[src/rtl/xor_dut_arbiter.sv]
// Round-robin arbiter that shares one untagged, delayed XOR datapath among
// N requesters. One transaction is in flight at a time. A watchdog turns a
// stalled transaction into an error response.
//
// Handshake rule for every valid/ready pair in this block:
// A transfer happens on a rising CLK edge where both valid (or en) and ready
// (or rdy) are high. The valid side keeps its payload stable until that edge.
// The ready side may assert or deassert at any time. req_rdy is the
// exception: it is a combinational function of req_valid and may only be high
// for the requester currently winning arbitration.
module xor_dut_arbiter #(
  parameter int N       = 4,
  parameter int TIMEOUT = 64,
  parameter int CNT_W   = 16
) (
  input  logic                 CLK,
  input  logic                 RST_N,
  input  logic [N-1:0]         req_valid,
  input  logic [N-1:0]         req_a,
  input  logic [N-1:0]         req_b,
  output logic [N-1:0]         req_rdy,
  output logic [N-1:0]         resp_valid,
  output logic                 resp_data,
  output logic                 resp_err,
  input  logic [N-1:0]         resp_rdy,
  output logic                 dut_a_data,
  output logic                 dut_a_en,
  input  logic                 dut_a_rdy,
  output logic                 dut_b_data,
  output logic                 dut_b_en,
  input  logic                 dut_b_rdy,
  input  logic                 dut_y_data,
  input  logic                 dut_y_en,
  output logic                 dut_y_rdy,
  output logic                 busy,
  output logic [$clog2(N)-1:0] grant_id,
  output logic [CNT_W-1:0]     txn_count,
  output logic                 err_sticky,
  output logic [1:0]           state_dbg
);

  localparam int IW = $clog2(N);
  localparam int TW = $clog2(TIMEOUT);

  typedef enum logic [1:0] {
    S_IDLE   = 2'd0,
    S_ISSUE  = 2'd1,
    S_WAIT_Y = 2'd2,
    S_RESP   = 2'd3
  } state_t;

  state_t          state;
  logic [IW-1:0]   rr_ptr;
  logic            op_a;
  logic            op_b;
  logic            a_sent;
  logic            b_sent;
  logic [TW-1:0]   timer;

  logic            win_found;
  logic [IW-1:0]   win_id;
  logic [IW-1:0]   scan_idx;
  logic            a_done;
  logic            b_done;
  logic            expire;

  // Round-robin search: first valid requester at or above rr_ptr, wrapping.
  always_comb begin
    win_found = 1'b0;
    win_id    = '0;
    scan_idx  = '0;
    for (int k = 0; k < N; k++) begin
      scan_idx = IW'((int'(rr_ptr) + k) % N);
      if (!win_found && req_valid[scan_idx]) begin
        win_found = 1'b1;
        win_id    = scan_idx;
      end
    end
  end

  // Output decode from the registered state; operand data is held in op_a/op_b.
  always_comb begin
    req_rdy    = (state == S_IDLE && win_found) ? (N'(1) << win_id) : '0;
    resp_valid = (state == S_RESP) ? (N'(1) << grant_id) : '0;
    dut_a_en   = (state == S_ISSUE) && !a_sent;
    dut_b_en   = (state == S_ISSUE) && !b_sent;
    dut_y_rdy  = (state == S_WAIT_Y);
    dut_a_data = op_a;
    dut_b_data = op_b;
    busy       = (state != S_IDLE);
    state_dbg  = state;
    a_done     = a_sent || (dut_a_en && dut_a_rdy);
    b_done     = b_sent || (dut_b_en && dut_b_rdy);
    expire     = (timer == TW'(TIMEOUT - 1));
  end

  // Transaction sequencer: grant, issue operands, await result, respond.
  // A y completion on the expiry edge takes priority over the abort.
  always_ff @(posedge CLK or negedge RST_N) begin
    if (!RST_N) begin
      state      <= S_IDLE;
      rr_ptr     <= '0;
      grant_id   <= '0;
      op_a       <= 1'b0;
      op_b       <= 1'b0;
      a_sent     <= 1'b0;
      b_sent     <= 1'b0;
      timer      <= '0;
      resp_data  <= 1'b0;
      resp_err   <= 1'b0;
      txn_count  <= '0;
      err_sticky <= 1'b0;
    end else begin
      case (state)
        S_IDLE: begin
          if (win_found) begin
            op_a     <= req_a[win_id];
            op_b     <= req_b[win_id];
            grant_id <= win_id;
            a_sent   <= 1'b0;
            b_sent   <= 1'b0;
            timer    <= '0;
            resp_err <= 1'b0;
            state    <= S_ISSUE;
          end
        end
        S_ISSUE: begin
          if (expire) begin
            resp_err   <= 1'b1;
            resp_data  <= 1'b0;
            err_sticky <= 1'b1;
            state      <= S_RESP;
          end else begin
            timer  <= timer + 1'b1;
            a_sent <= a_done;
            b_sent <= b_done;
            if (a_done && b_done) begin
              state <= S_WAIT_Y;
            end
          end
        end
        S_WAIT_Y: begin
          if (dut_y_en) begin
            resp_data <= dut_y_data;
            resp_err  <= 1'b0;
            state     <= S_RESP;
          end else if (expire) begin
            resp_err   <= 1'b1;
            resp_data  <= 1'b0;
            err_sticky <= 1'b1;
            state      <= S_RESP;
          end else begin
            timer <= timer + 1'b1;
          end
        end
        S_RESP: begin
          if (resp_rdy[grant_id]) begin
            rr_ptr <= (grant_id == IW'(N - 1)) ? '0 : grant_id + 1'b1;
            if (!resp_err) begin
              txn_count <= txn_count + 1'b1;
            end
            state <= S_IDLE;
          end
        end
        default: state <= S_IDLE;
      endcase
    end
  end

endmodule

[config.mk]
export PLATFORM = sky130hd
export DESIGN_NAME = xor_dut_arbiter
export DESIGN_NICKNAME = d
export VERILOG_FILES = /design/src/rtl/xor_dut_arbiter.sv
export SDC_FILE = /design/constraint.sdc
export NUM_CORES = 1
export LEC_CHECK = 0
export ABC_CLOCK_PERIOD_IN_PS = 2250
export CELL_PAD_IN_SITES_DETAIL_PLACEMENT = 2
export CELL_PAD_IN_SITES_GLOBAL_PLACEMENT = 2
export CORE_ASPECT_RATIO = 1.25
export CORE_MARGIN = 10
export CORE_UTILIZATION = 29
export DETAILED_ROUTE_END_ITERATION = 8
export PLACE_DENSITY_LB_ADDON = 0.2
export REMOVE_ABC_BUFFERS = 1
export SLEW_MARGIN = 15
export SYNTH_ARGS = -nofsm -noshare
export SYNTH_HDL_FRONTEND = slang
export SYNTH_SLANG_ARGS = --single-unit
[constraint.sdc]
create_clock -name CLK -period 2.25 [get_ports CLK]
set_clock_uncertainty 0.15 [all_clocks]
set_input_delay 0.3375 -clock CLK [delete_from_list [all_inputs] [get_ports CLK]]
set_output_delay 0.3375 -clock CLK [all_outputs]
set_load 0.02 [all_outputs]
==> qor.yml, run 1 <==
routed_wl_mm: 7.24
synth_top_cells_by_area: "dfrtp_1 (43%), ha_1 (7.4%), xnor2_1 (4.8%)"
post-place-ws_ps: -517
cts_buffers: 5
clkSinkCount: 35
post-place-cells: 375
dpl-instance-area_mm2: 0.00295
fin_setup_tns_ps: 0
grt_overflow: 0
dieArea_mm2: 0.0107
setup_violations: 0
synth_top_area_cell: "dfrtp_1"
regToRegSetupSlack_ps: 210
required_ps: 1760
total_power_mw: 3.52
grt_pass1_vias: 2211
ioPinCount: 59
cts_hold_buffers: 0
endpoint_kind: "output pin"
syn_inst: 199
final_cell_area_mm2: 0.00308
final_nets: 331
grt_pass1_wl_mm: 11.9
peakVddDrop_uv: 500
dp_hpwl_mm: 5.67
detail-route-antenna-nets: 0
hold_viol_final: 0
port_buffers: 58
htree_levels: 2
crit_path_start_kind: "input pin"
final_cells: 385
cp_max_fo: 4
yosys_warnings: 0
fill_cells: 738
routed_via_density: 4.92
clockRootBuffer: "clkbuf_8"
total_leakage_power_nw: 1.42
whs_ps: 314
synthDominantCellAreaShare: 0.433
start_util: 0.302
ys_async_sr_fraction: 1.00
drive_gt1_frac: 0.258
fin_crit_sh: 0.955
coreArea_mm2: 0.00669
fin_ws_ps: 102
cts_buffer_depth: 2
synth.yosys.seq_area_share: 0.433
syn-cell-area_mm2: 0.00202
place_congestion: 0.772
crit_type: "in -> out"
drtPass1Iterations: 4
n_antenna_cell: 0
fin_crit_ps: 2150
tightestPinTransition_ps: 484
first_iter_violations: 54
min_path_type: "in -> async"
max-cap-violations: 0
powerDensity_mw_per_mm2: 1150
area_delta_synth_final_pct: 52.2
die_w_um: 94.7
clk_latency_ps: 300
rows: 33
synth_edf_count: 0
synthFlopType: "dfrtp_1"
wire_per_inst_um: 18.8
drc: 0
r2r_cells: 9
slew-limit-headroom: 0.677
ys_types: 47
grt_max_degree: 36
die_h_um: 113
vias: 1896
clk_pin_slew_ps: 80
track_usage: 0.139
worst_ep_arrival_time_ps: 1660
avgSynthCellArea_um2: 10.2
antenna_found_initial: 0
fmax_ghz: 0.465
outcome: "finished, final reports clean"
slew_viol_final: 0
cts_tree: "built"
yosys_register_bits: 35
post-route-util: 0.460
-- state kept, by name, indices dropped and copies added (netlist names) --
register and count:
rr_ptr 2, dut_a_data 1, dut_b_data 1, resp_data 1, txn_count 16, err_sticky 1, resp_err 1, timer 6
b_sent 1, state_dbg 2, grant_id 2, a_sent 1
-- Yosys cell counts, types with 2 or more instances --
master	count
and2_1	6
ha_1	12
nand3_1	8
mux2i_1	2
nand2_1	20
o21ai_0	10
a21oi_1	12
mux2_2	3
inv_1	6
dfrtp_1	35
nor2b_1	6
nor2_1	9
xor2_1	6
nand4_1	5
nand2b_1	4
and4b_1	2
o22a_2	2
a31oi_1	2
and3_1	8
o21bai_1	2
xnor2_1	11
nand2_2	2
o22ai_1	2
-- critical path, stage by stage --
cell and delay [ps]:
dlygate4sd2_1 280, buf_4 160, nor4_4 310, nor2_1 90, o221a_2 160, and2_1 160
buf_2 150
-- per-layer routing --
layer / track usage / part of all wire
met3: 0.0311 / 0.039
met1: 0.151 / 0.41
met5: 0 / 0
met4: 0.0370 / 0.0099
met2: 0.258 / 0.55
-- power by group --
| part | switching, mW | leakage [nW] | internal (mW) | total, mW |
|---|---|---|---|---|
| clock network | 0.252 | 0.0477 | 0.212 | 0.464 |
| registers | 0.173 | 0.455 | 0.799 | 0.972 |
| logic | 1.07 | 0.921 | 1.01 | 2.09 |
| total | 1.50 | 1.42 | 2.02 | 3.52 |
-- layout by cell type, fill, tap and decap left out, types with 6 or more instances in the layout --
cell type	count
clkdlybuf4s50_1	43
buf_4	38
dfrtp_1	34
nand2_1	20
a21oi_1	11
xnor2_1	11
o21ai_0	10
ha_1	10
dlygate4sd2_1	9
nor2_1	8
and3_1	8
nand3_1	8
and2_1	6
nor2b_1	6
xor2_1	6
-- area by class of cell --
cell class	count	area [µm²]	area share
Clock inverter	3	15.0	0.00488
Clock buffer	5	68.8	0.0224
Inverter	6	22.5	0.00732
Multi-Input combinational cell	155	1150	0.375
Timing Repair Buffer	94	830	0.270
Sequential cell	35	877	0.285
Tap cell	87	109	0.0354
-- logic make-up after synthesis --
logic type               share of synthesized area
AO/OA/AOI/OAI                                0.148
XOR/XNOR                                    0.0737
adder cells (fa/ha/maj)                     0.0743
buffers and inverters                       0.0179
flip-flops                                   0.433
multiplexers                                0.0452
AND/OR/NAND/NOR                              0.207
-- path summary, 6_finish.rpt --
kind	to	start
min in group CLK	err_sticky	err_sticky
min reg2reg	err_sticky	err_sticky
max reg2reg	timer[5]	state_dbg[0]
max	req_rdy[3]	req_valid[2]
max in group asynchronous	rr_ptr[1]	RST_N
min	dut_b_data	RST_N
-- timing repair --
| action | in CTS | in global routing |
|---|---|---|
| pin swaps | 1 | 1 |
| gates cloned | 0 | 0 |
| setup buffers | 1 | 1 |
| gates resized for setup | 33 | 10 |
| endpoints found under the setup margin | 10 | 6 |
(Power assumes the default switching activity.)
==> inputs of run 2 (changes only) <==
- CORE_MARGIN: 10 -> 8
==> run 2 against run 1 <==
Count of clock-buffer cells in the layout is 1 higher. Setup slack worse by 77 ps. Power is 6.1% higher. Final area is 1.6% higher. Critical path depth is 3 lower. Largest power group unchanged. Non-clock buffer count is 2 lower. First-iteration DRC count is 19% lower.
==> qor.yml, run 2 (synthesis gave the netlist of run 1 again) <==
fin_crit_ps: 2230  # +76.6 ps
drtPass1Iterations: 4  # unchanged
grt_overflow: 0  # unchanged
min_path_type: "in -> async"
max_stage_delay_ps: 420  # +110 ps
largest_register_ffs: 16  # unchanged
clkSinkCount: 35  # unchanged
crit_start: "rr_ptr[1]"
critPathTopFamily: "flip-flops"
fin_crit_sh: 0.989  # +0.0341
ioPinCount: 59  # unchanged
final_cells: 386  # +0.26%
powerDensity_mw_per_mm2: 1200  # +4.4%
path_buf_inv: 1  # -2
n_antenna_cell: 0  # unchanged
setup_violations: 0  # unchanged
outcome: "finished, final reports clean"
grt_busiest_layer: "met2"
grt_pass1_vias: 2108  # -4.7%
htree_levels: 2  # unchanged
max-cap-violations: 0  # unchanged
drc: 0  # unchanged
rsz0062_at_grt: "true"
met2_usage: 0.272  # +0.0142
use_met3: 0.0260  # -0.00513
clockRootBuffer: "clkbuf_8"
track_usage: 0.143  # +0.00483
cts_tree: "built"
rows: 34  # +3.0%
cts_buffers: 5  # unchanged
clk_latency_ps: 290  # about the same
largest_register: "txn_count"
vias: 1881  # -0.79%
post-place-cells: 376  # +0.27%
total_leakage_power_nw: 1.42  # -0.46%
final_cell_mix: "clkdlybuf4s50_1 (41), buf_4 (34), dfrtp_1 (33)"
final_nets: 329  # -0.60%
wire_per_inst_um: 18.1  # -3.7%
drive_gt1_frac: 0.260  # +0.00175
path_cells: "mux2i_2, o22ai_2, nor4_2, clkdlybuf4s15_2"
slew-limit-headroom: 0.788  # +0.111
final_cell_area_mm2: 0.00313  # +1.6%
grt_pass1_wl_mm: 11.5  # -2.8%
dp_hpwl_mm: 5.49  # -3.2%
timing.rr.start: "state_dbg[0]"
peakVddDrop_uv: 533  # +6.6%
tightestPinTransition_ps: 314  # -170 ps
cp_slowest_cell: "dfrtp_2"
final_common_cell: "clkdlybuf4s50_1"
required_ps: 1760  # about the same
fmax_ghz: 0.449  # -3.4%
place_congestion: 0.747  # -3.2%
first_iter_violations: 44  # -19%
grtUsageMet1: 0.162  # +0.0109
clk_pin_slew_ps: 80  # about the same
detail-route-antenna-nets: 0  # unchanged
cts_buffer_depth: 2  # unchanged
crit_type: "reg -> out"
dpl-instance-area_mm2: 0.00294  # -0.55%
slew_viol_final: 0  # unchanged
r2r_end: "state_dbg[0]"
port_buffers: 58  # unchanged
reg_top3: "txn_count (16), timer (6)"
die_h_um: 109  # -3.5%
crit_path_start_kind: "flip-flop"
r2r_cells: 9  # unchanged
worst_ep_arrival_time_ps: 1740  # +80 ps
die_w_um: 90.7  # -4.2%
routed_wl_mm: 6.99  # -3.4%
coreArea_mm2: 0.00685  # +2.4%
regToRegSetupSlack_ps: 150  # -60 ps
routed_via_density: 4.87  # -1.0%
grt_max_degree: 14  # -61%
endpoint_kind: "output pin"
antenna_found_initial: 0  # unchanged
start_util: 0.295  # -0.00706
area_delta_synth_final_pct: 54.7
hold_viol_final: 0  # unchanged
cp_max_fo: 5  # +1
dieArea_mm2: 0.00991  # -7.6%
## run 2: changes by cell type in the layout (fill, tap and decap cells not counted), sizes merged
| cell | before | now |
|---|---|---|
| clkdlybuf4s15 | 0 | 2 |
| buf | 40 | 37 |
| bufinv | 0 | 2 |
| clkdlybuf4s50 | 43 | 41 |
| dlygate4sd3 | 0 | 1 |
| clkbuf | 5 | 6 |
| clkinv | 3 | 0 |
## run 2: through the flow
stage | hold WS, ps | setup TNS (ps) | worst slack (ps) | power, mW | util
2_1_floorplan | -108 | -27.9 | -22.0 | 1.98 | -
4_1_cts | 290 | 0 | 0.459 | 3.72 | 0.449
3_3_place_gp | 66.3 | -2040 | -441 | 2.94 | 0.429
3_5_place_dp | 68.2 | -2670 | -532 | 3.00 | 0.429
6_report | 294 | 0 | 24.9 | 3.74 | 0.456
5_1_grt | 300 | -106 | -96.7 | 4.01 | 0.456
## run 2: metal layers
metal	wire [µm]	share of wire
met1	2960	0.42
met2	3750	0.54
met3	225	0.032
met4	57	0.0082
met5	0	0
## run 2: worst max-delay path by stage
stage / endpoint / depth (start not counted)
final: req_rdy[1] / 4
after CTS: req_rdy[0] / 5
after detailed placement: req_rdy[0] / 6
after floorplan: req_rdy[1] / 4
after global placement: req_rdy[1] / 6
after global routing: req_rdy[1] / 4
## run 2: area by class of cell
| class | count | area [µm²] |
|---|---|---|
| fill | 726 | 3720 |
| multi-input combinational | 155 | 1160 |
| sequential | 35 | 878 |
| timing repair buffer | 92 | 816 |
| tap | 90 | 113 |
| clock buffer | 6 | 72.6 |
| clock inverter | 2 | 60.1 |
| inverter | 6 | 22.5 |
## run 2: where the power goes
part	total, mW	switching (mW)	internal (mW)
Clock	0.681	0.238	0.443
Sequential	0.980	0.180	0.800
Combinational	2.08	1.07	1.00
Total	3.74	1.49	2.25
## run 2: worst register-to-register path: cells and delay by family (launching register included)
kind / cells / cell delay (ps)
flops: 1 / 360
fa+ha+maj: 1 / 210
buf+inv: 3 / 410
compound gates: 4 / 700
simple gates: 1 / 150
## run 2: timing repair
action                     4_1_cts  5_1_grt
buffers inserted                 0        1
cloned                           0        0
gates resized for setup         32       15
setup endpoints to repair       10        6
hold buffers                     1        0
hold endpoints to repair         9        0
pin swaps                        1        2
